[config.mk]
export PLATFORM = sky130hd
export DESIGN_NAME = perf_monitor_flat
export DESIGN_NICKNAME = d
export VERILOG_FILES = /design/src/rtl/perf_monitor_if.sv /design/src/rtl/perf_monitor.sv /design/src/flat_wrapper.sv
export SDC_FILE = /design/constraint.sdc
export NUM_CORES = 1
export LEC_CHECK = 0
export CAP_MARGIN = 20
export CORE_MARGIN = 3
export CORE_UTILIZATION = 55
export CTS_CLUSTER_DIAMETER = 50
export CTS_CLUSTER_SIZE = 10
export DETAILED_ROUTE_END_ITERATION = 12
export PLACE_DENSITY = 0.86
export RECOVER_POWER = 100
export SYNTH_ARGS = -nofsm -noshare
export SYNTH_HDL_FRONTEND = slang
export SYNTH_SLANG_ARGS = --single-unit
[constraint.sdc]
create_clock -name clk_i -period 8.4 [get_ports clk_i]
set_input_delay 0.84 -clock clk_i [delete_from_list [all_inputs] [get_ports clk_i]]
set_output_delay 0.84 -clock clk_i [all_outputs]
set_load 0.005 [all_outputs]
[src/rtl/perf_monitor_if.sv]
// rtl/perf_monitor_if.sv - control/status bundle between the CPU top and perf_monitor
// Trace ports exist only when PERF_MONITOR_PC_TRACE_EN is defined.
interface perf_monitor_if #(
    parameter int CW = 32
);
    logic          start_i;
    logic          clear_i;
    logic          stall_i;
    logic          flush_i;
    logic [31:0]   pc_i;
    logic [CW-1:0] cycle_o;
    logic [CW-1:0] stall_cnt_o;
    logic [CW-1:0] flush_cnt_o;
    logic          running_o;
    logic          done_o;
`ifdef PERF_MONITOR_PC_TRACE_EN
    logic          trace_rd_i;
    logic [31:0]   trace_pc_o;
    logic          trace_empty_o;
`endif

    modport master (
        output start_i, clear_i, stall_i, flush_i, pc_i,
`ifdef PERF_MONITOR_PC_TRACE_EN
        output trace_rd_i,
        input  trace_pc_o, trace_empty_o,
`endif
        input  cycle_o, stall_cnt_o, flush_cnt_o, running_o, done_o
    );

    modport slave (
        input  start_i, clear_i, stall_i, flush_i, pc_i,
`ifdef PERF_MONITOR_PC_TRACE_EN
        input  trace_rd_i,
        output trace_pc_o, trace_empty_o,
`endif
        output cycle_o, stall_cnt_o, flush_cnt_o, running_o, done_o
    );
endinterface

[src/rtl/perf_monitor.sv]
// rtl/perf_monitor.sv - cycle/stall/flush performance counters with IDLE/RUN/HALT control
// Optional 8-entry PC trace FIFO enabled by defining PERF_MONITOR_PC_TRACE_EN.
module perf_monitor #(
    parameter int CYCLE_LIMIT = 64,
    parameter int CW          = 32
) (
    input  logic          clk_i,
    input  logic          rst_i,
    perf_monitor_if.slave mon
);
    typedef enum logic [1:0] {IDLE, RUN, HALT} state_t;

    localparam logic [CW-1:0] ONES  = '1;
    localparam logic [CW-1:0] ONE   = CW'(1);
    localparam logic [CW-1:0] LIMIT = CW'(CYCLE_LIMIT);
    // A limit wider than the counter can never be matched; the counters just saturate.
    localparam bit LIMIT_REACHABLE = ($clog2(CYCLE_LIMIT + 1) <= CW);

    state_t        state_q, state_d;
    logic [CW-1:0] cycle_q, cycle_d;
    logic [CW-1:0] stall_q, stall_d;
    logic [CW-1:0] flush_q, flush_d;
    logic          running_q;
    logic          done_q, done_d;

    function automatic logic [CW-1:0] sat_inc(input logic [CW-1:0] v);
        return (v == ONES) ? v : v + ONE;
    endfunction

    always_ff @(posedge clk_i or posedge rst_i) begin
        if (rst_i) begin
            state_q   <= IDLE;
            cycle_q   <= '0;
            stall_q   <= '0;
            flush_q   <= '0;
            running_q <= 1'b0;
            done_q    <= 1'b0;
        end else begin
            state_q   <= state_d;
            cycle_q   <= cycle_d;
            stall_q   <= stall_d;
            flush_q   <= flush_d;
            running_q <= (state_d == RUN);
            done_q    <= done_d;
        end
    end

    always_comb begin
        state_d = state_q;
        cycle_d = cycle_q;
        stall_d = stall_q;
        flush_d = flush_q;
        done_d  = 1'b0;
        if (mon.clear_i) begin
            state_d = IDLE;
            cycle_d = '0;
            stall_d = '0;
            flush_d = '0;
        end else begin
            case (state_q)
                IDLE: begin
                    if (mon.start_i) begin
                        if (CYCLE_LIMIT == 0) begin
                            state_d = HALT;
                            done_d  = 1'b1;
                        end else begin
                            state_d = RUN;
                        end
                    end
                end
                RUN: begin
                    // start_i low pauses in RUN with all counters held.
                    if (mon.start_i) begin
                        cycle_d = sat_inc(cycle_q);
                        if (mon.stall_i) stall_d = sat_inc(stall_q);
                        if (mon.flush_i) flush_d = sat_inc(flush_q);
                        if (LIMIT_REACHABLE && (cycle_d == LIMIT)) begin
                            state_d = HALT;
                            done_d  = 1'b1;
                        end
                    end
                end
                HALT: state_d = HALT;
                default: state_d = IDLE;
            endcase
        end
    end

    assign mon.cycle_o     = cycle_q;
    assign mon.stall_cnt_o = stall_q;
    assign mon.flush_cnt_o = flush_q;
    assign mon.running_o   = running_q;
    assign mon.done_o      = done_q;

`ifdef PERF_MONITOR_PC_TRACE_EN
    logic [31:0] fifo_q [8];
    logic [2:0]  wr_ptr_q, rd_ptr_q;
    logic [3:0]  count_q;
    logic [31:0] last_pc_q;
    logic        last_valid_q;
    logic        capture, pop, full;

    assign capture = (state_q == RUN) && mon.start_i && !mon.clear_i &&
                     (!last_valid_q || (mon.pc_i != last_pc_q));
    assign pop     = mon.trace_rd_i && (count_q != 4'd0);
    assign full    = (count_q == 4'd8);

    always_ff @(posedge clk_i) begin
        if (capture) fifo_q[wr_ptr_q] <= mon.pc_i;
    end

    always_ff @(posedge clk_i or posedge rst_i) begin
        if (rst_i) begin
            wr_ptr_q     <= '0;
            rd_ptr_q     <= '0;
            count_q      <= '0;
            last_pc_q    <= '0;
            last_valid_q <= 1'b0;
        end else if (mon.clear_i) begin
            wr_ptr_q     <= '0;
            rd_ptr_q     <= '0;
            count_q      <= '0;
            last_pc_q    <= '0;
            last_valid_q <= 1'b0;
        end else begin
            if (capture) begin
                wr_ptr_q     <= wr_ptr_q + 3'd1;
                last_pc_q    <= mon.pc_i;
                last_valid_q <= 1'b1;
            end
            // A push into a full FIFO drops the oldest entry, same as a pop.
            if (pop || (capture && full)) rd_ptr_q <= rd_ptr_q + 3'd1;
            if (capture && !pop && !full) count_q <= count_q + 4'd1;
            else if (pop && !capture)     count_q <= count_q - 4'd1;
        end
    end

    assign mon.trace_pc_o    = (count_q == 4'd0) ? 32'd0 : fifo_q[rd_ptr_q];
    assign mon.trace_empty_o = (count_q == 4'd0);
`else
    logic unused_pc;
    assign unused_pc = ^mon.pc_i;
`endif
endmodule

[src/flat_wrapper.sv]
// flat-port wrapper written by rule: the top's interface ports become plain ports
module perf_monitor_flat 
#(
    parameter int CYCLE_LIMIT = 64,
    parameter int CW          = 32
)
  (clk_i, rst_i, mon_start_i, mon_clear_i, mon_stall_i, mon_flush_i, mon_pc_i, mon_cycle_o, mon_stall_cnt_o, mon_flush_cnt_o, mon_running_o, mon_done_o);
  perf_monitor_if #(.CW(CW)) mon_i ();
  input  logic clk_i;
  input  logic rst_i;
  input wire logic [$bits(mon_i.start_i)-1:0] mon_start_i;
  input wire logic [$bits(mon_i.clear_i)-1:0] mon_clear_i;
  input wire logic [$bits(mon_i.stall_i)-1:0] mon_stall_i;
  input wire logic [$bits(mon_i.flush_i)-1:0] mon_flush_i;
  input wire logic [$bits(mon_i.pc_i)-1:0] mon_pc_i;
  output wire logic [$bits(mon_i.cycle_o)-1:0] mon_cycle_o;
  output wire logic [$bits(mon_i.stall_cnt_o)-1:0] mon_stall_cnt_o;
  output wire logic [$bits(mon_i.flush_cnt_o)-1:0] mon_flush_cnt_o;
  output wire logic [$bits(mon_i.running_o)-1:0] mon_running_o;
  output wire logic [$bits(mon_i.done_o)-1:0] mon_done_o;
  assign mon_i.start_i = mon_start_i;
  assign mon_i.clear_i = mon_clear_i;
  assign mon_i.stall_i = mon_stall_i;
  assign mon_i.flush_i = mon_flush_i;
  assign mon_i.pc_i = mon_pc_i;
  assign mon_cycle_o = mon_i.cycle_o;
  assign mon_stall_cnt_o = mon_i.stall_cnt_o;
  assign mon_flush_cnt_o = mon_i.flush_cnt_o;
  assign mon_running_o = mon_i.running_o;
  assign mon_done_o = mon_i.done_o;
  perf_monitor #(.CYCLE_LIMIT(CYCLE_LIMIT), .CW(CW)) u_core (.clk_i(clk_i), .rst_i(rst_i), .mon(mon_i));
endmodule
==> flow_summary.ini, run 1 <==
[drt]
vias = 5598
ant_nets = 0
drc = 0
drt-total-wl_um = 15500
first_iter_violations = 369
firstDrtPassIters = 5
via_per_inst = 6.19
wire_per_inst_um = 17.2

[yosys]
syn_area_per_cell_um2 = 8.75
synth_fp_nets = 733
yosysTopAreaCell = dfrtp_1
synth-edff-count = 0
synth.area.top_cells = dfrtp_1, xnor2_1, nor2_1
ys_ff_latch = 100
synth_flop_cell = dfrtp_1
yosysSeqAreaShare = 0.413
synthDistinctLibCells = 61
syn_inst = 692
ys_async_sr_fraction = 1.00
yosysWarnings = 0
yosysTopAreaCellShare = 0.413
synth_area_um2 = 6050

[floorplan]
dieArea_um2 = 12300
core_area_um2 = 10500
start_util = 0.576
dieHeight_um = 111
num_rows = 37
ios = 136
fp.dieW_um = 111

[setup_path]
worstSetupPathType = reg -> reg
endpoint_kind = flop
critPathMaxStageDelay_ns = 0.95
cp_max_fo = 10
critPathArrivalTime_ns = 3.90
cp_common_cell = nand4_1
path_delay_family = simple AND/OR/NAND/NOR gates
crit_required_ns = 8.67
crit_chain = ha_1 -> and4_1 -> nand4_1 -> nor3_1 -> nor4_1 -> nor4bb_1 -> nand4_1 -> o41ai_1
timing.rr.start = u_core.mon.cycle_o[0]
worstSetupStartpoint = u_core.mon.cycle_o[0]
start_kind = flop
regToRegSetupSlack_ns = 4.78
crit_buf_inv = 0
slowest_stage = nor3_1

[global_routing]
antenna_found_initial = 0
overflow = 0
grt_max_degree = 100
first_global_vias = 5498
grt_pass1_wl_um = 26400
track_usage = 0.253

[power_and_ir_drop]
ir_drop_mv = 0.0863
powerDensity_nw_per_um2 = 116
p_leak_uw = 0.00303
totalPowerFinal_uw = 835

[sta]
finalHoldViolCount = 0
max_slew.worst_pin.slew_ns = 1.14
slew_headroom = 0.232
fin_crit_sh = 0.431
rsz0062_at_grt = false
period_minus_slack_ns = 3.62
tns_ns = 0
finClkSkew_ns = 0.0159
report.final.slew_viol_count = 0
setup_viol = 0
fmax_mhz = 276
holdWs_ns = 0.578

[clocking]
path_clk_slew_ns = 0.10
cts.sinks = 100
numCtsBuffers = 9
root_buffer = clkbuf_8
postCtsHoldBufs = 0
h-tree-depth = 3
post_cts_buffers = 0
cts_tree = built
cts_resized = 0
clk_latency_ns = 0.37
clk_path_buf_depth = 2

[place]
port_buffers = 103
dp_cells = 890
dp.final_hpwl_um = 10900
gp_congestion = 0.934

[finish]
finalNonFillerCells = 905
nets = 806
fill_cells = 817
syn2layout_area_growth_pct = 19.3
drive_gt1_frac = 0.0442
antenna_cells = 0
utilization = 0.687

[hold_path]
worstHoldStart = u_core.mon.flush_cnt_o[5]
min_path_type = reg -> reg

[status]
status = finished, final reports clean

[run]
max_cap_viol_count = 0
## flip-flops by register name, summed over array words and instances (netlist names)
| register | count |
|---|---|
| u_core.mon.cycle_o | 32 |
| u_core.mon.done_o | 1 |
| u_core.mon.flush_cnt_o | 32 |
| u_core.mon.running_o | 1 |
| u_core.mon.stall_cnt_o | 32 |
| u_core.state_q | 2 |
## through the flow
step                      area (µm²)  worst slack [ns]
final                           7220              4.78
after global routing            7220              4.51
after CTS                       7280              5.01
after detailed placement        7080              4.64
after global placement          7080              4.75
after floorplan                 6050              4.94
## worst min-delay path: stages (launching register included)
cell and delay (ns):
dfrtp_1 0.39, xor2_1 0.08, nor2_1 0.07
## cell families after synthesis
logic type / count (synthesis) / share of synthesized area
AND/OR/NAND/NOR: 359 / 0.321
buffers and inverters: 56 / 0.0399
multiplexers: 10 / 0.0169
flip-flops: 100 / 0.413
AO/OA/AOI/OAI: 85 / 0.0880
adder cells (fa/ha/maj): 3 / 0.00620
XOR/XNOR: 79 / 0.114
## cells in the final DEF, fill, tap and decap left out, types with 11 or more instances in the layout
cell type and count:
or3_1 21, nand2_1 52, dfrtp_1 100, and3_1 14, inv_1 11, dlygate4sd3_1 100
nor3_1 23, xnor2_1 48, o21ai_0 26, nand4_1 27, nand3_1 37, and4_1 16
a21oi_1 28, xor2_1 31, nor2_1 106, nor4_1 15
## power breakdown
group | total (µW) | internal [µW] | switching (µW)
Clock | 319 | 146 | 173
Sequential | 485 | 483 | 2.03
Combinational | 31.3 | 7.17 | 24.1
Total | 835 | 636 | 199
## cells in the mapped netlist, types with 3 or more instances
library cell,number
buf_2,11
nor4_1,14
a41o_1,3
nand3_1,37
and3_1,14
o31ai_1,3
a21oi_1,28
mux2i_1,8
a211oi_1,4
or3_1,21
nand4_1,26
xnor2_1,48
inv_1,12
xor2_1,31
nand2_1,52
or4_1,4
nor2b_1,3
clkbuf_1,28
or3b_2,3
ha_1,3
and4_1,16
dfrtp_1,100
nor2_1,106
and2_1,14
o31a_1,3
or3_2,3
nor3b_1,3
o21ai_0,25
nor3_1,22
## cell type report
cell class                 count  area, µm²  area share
clock buffer                  12        145      0.0201
clock inverter                 3       46.3     0.00641
inverter                      12       46.3     0.00641
multi-input combinational    536       3270       0.452
sequential                   100       2500       0.346
tap                          136        170      0.0236
timing repair buffer         106       1040       0.145
## final timing paths
path	cells past startpoint	end
setup / recovery	8	u_core.state_q[1]
hold / removal	2	u_core.mon.flush_cnt_o[5]
setup reg to reg	8	u_core.state_q[1]
hold reg to reg	2	u_core.mon.flush_cnt_o[5]
max in group asynchronous	3	u_core.mon.flush_cnt_o[18]
min in group asynchronous	2	u_core.mon.flush_cnt_o[23]
## metal layers
metal  GRT usage  part of all wire  wire length, µm
met1       0.334              0.42             6560
met2       0.414              0.48             7450
met3      0.0459             0.075             1170
met4       0.102             0.024              374
met5           0                 0                0
No activity file was read; power rests on OpenSTA's default activity.
==> run 2: changes to the inputs <==
- CORE_UTILIZATION: 55 -> 46
- PLACE_DENSITY: 0.86 -> 0.77
- clock period: 8.4 -> 3.3 ns (I/O delays scaled with it)
==> run 2 against run 1 <==
Compared with the run above: the flow now finishes with violations (capacitance limit, slew limit); clock-buffer cell count shrank 2; cell area grew 3.7%; combinational power grew to 2.7 times the previous value; worst hold slack lost 0.0044 ns; total power grew to 2.8 times the previous value; cell count grew 6.5%; sequential share of layout area shrank 1.2 points; non-clock buffer count grew 22; die area grew 18%; sequential power grew to 2.5 times the previous value; critical path type unchanged; critical endpoint is now u_core.mon.done_o; largest power group unchanged.
==> flow_summary.ini, run 2 (same netlist as run 1, synthesis figures left out) <==
[status]
status = complete, but fails checks
violations = capacitance limit, slew limit

[place]
gp_congestion = 0.923
port_buffers = 103
dp.final_hpwl_um = 11700

[drt]
drt-total-wl_um = 16200
vias = 5616
first_iter_violations = 331
drc = 0
wire_per_inst_um = 16.8
via_per_inst = 5.83
ant_nets = 0
firstDrtPassIters = 5

[finish]
final_cell_mix = nor2_1, dfrtp_1, dlygate4sd3_1
nets = 828
seqCellArea_um2 = 2500
final_common_cell = nor2_1
antenna_cells = 0
drive_gt1_frac = 0.0619
fill_cells = 1191
multi_input_area_um2 = 3280
syn2layout_area_growth_pct = 23.7

[floorplan]
dieHeight_um = 121
num_rows = 41
fp.dieW_um = 121
start_util = 0.476
dieArea_um2 = 14600
ios = 136
core_area_um2 = 12700

[power_and_ir_drop]
ir_drop_mv = 0.264
powerDensity_nw_per_um2 = 312
totalPowerFinal_uw = 2330
p_leak_uw = 0.00311

[clocking]
cts_tree = built
cts_resized = 0
clk_latency_ns = 0.36
cts.sinks = 100
path_clk_slew_ns = 0.07
numCtsBuffers = 9
h-tree-depth = 3
post_cts_buffers = 0
postCtsHoldBufs = 0
root_buffer = clkbuf_16
clk_path_buf_depth = 2

[setup_path]
critPathMaxStageDelay_ns = 0.58
regToRegSetupSlack_ns = 0.18
worstSetupPathType = reg -> reg
slowest_stage = or4_1
critPathArrivalTime_ns = 3.41
r2r-end = u_core.mon.done_o
path_delay_family = simple AND/OR/NAND/NOR gates
crit_buf_inv = 0
cp_max_fo = 6
crit_required_ns = 3.59
ff2ff_path_depth = 7
start_kind = flop
timing.rr.start = u_core.mon.cycle_o[22]
endpoint_kind = flop
crit_chain = nand3_1 -> or4_1 -> nor4_1 -> mux2_1 -> or4_4 -> nor4b_2 -> and3_1

[global_routing]
first_global_vias = 5552
overflow = 0
grt_pass1_wl_um = 27100
grt_max_degree = 53
track_usage = 0.228
antenna_found_initial = 0

[sta]
rsz0062_at_grt = false
fmax_mhz = 320
finalHoldViolCount = 0
fin_crit_sh = 0.946
period_minus_slack_ns = 3.12
slew_headroom = -0.458
holdWs_ns = 0.573
max_slew.worst_pin.slew_ns = 2.17
tns_ns = 0
finClkSkew_ns = 0.00945
setup_viol = 0
report.final.slew_viol_count = 50

[hold_path]
whs_endpoint = u_core.mon.flush_cnt_o[9]
whs_path_depth = 2
min_path_type = reg -> reg
worstHoldStart = u_core.mon.flush_cnt_o[9]

[run]
max_cap_viol_count = 1
-- run 2: per-layer routing --
metal  share of wire  vias up  routed length, µm  GRT usage
met2            0.49      187               8000      0.378
met3           0.058       37                940     0.0486
met1            0.43     2743               6910      0.292
met4           0.021        0                338     0.0892
met5               0        -                  0          0
li1                -     2649                  -          -
-- run 2: final cells by class --
cell class,count,share of cell area
timing repair buffer,128,0.156
tap,172,0.0287
clock buffer,10,0.0319
multi-input combinational,536,0.438
clock inverter,6,0.00534
sequential,100,0.334
inverter,12,0.00618
-- run 2: tightest hold or removal path: stages, from the launching register on --
cell     delay [ns]
dfrtp_1        0.37
xor2_1         0.08
nor2_1         0.08
-- run 2: where the power goes --
part / internal, µW / leakage, µW / switching, µW / total (µW)
logic: 20.9 / 0.00159 / 64.0 / 84.9
registers: 1230 / 0.00139 / 4.86 / 1230
clock network: 529 / 0.000127 / 486 / 1020
-- run 2: metrics by stage --
step                instances  worst slack (ns)  utilization  cell area (µm²)
finish                    964             0.178        0.589             7490
global route              964            0.0273        0.589             7490
CTS                       964             0.289        0.596             7590
detailed placement        948             0.296        0.574             7310
global placement          948             0.333        0.574             7310
floorplan                 692             0.351            -             6050
-- run 2: worst max-delay path by stage --
stage | start | endpoint | slack (ns) | cells after the start
6_report | u_core.mon.cycle_o[22] | u_core.mon.done_o | 0.18 | 7
5_1_grt | u_core.mon.cycle_o[0] | u_core.mon.done_o | 0.03 | 8
4_1_cts | u_core.mon.cycle_o[13] | u_core.mon.done_o | 0.29 | 7
3_5_place_dp | u_core.mon.cycle_o[0] | u_core.mon.done_o | 0.30 | 8
3_3_place_gp | u_core.mon.cycle_o[13] | u_core.mon.done_o | 0.33 | 7
2_1_floorplan | rst_i | u_core.mon.cycle_o[0] | 0.35 | 1
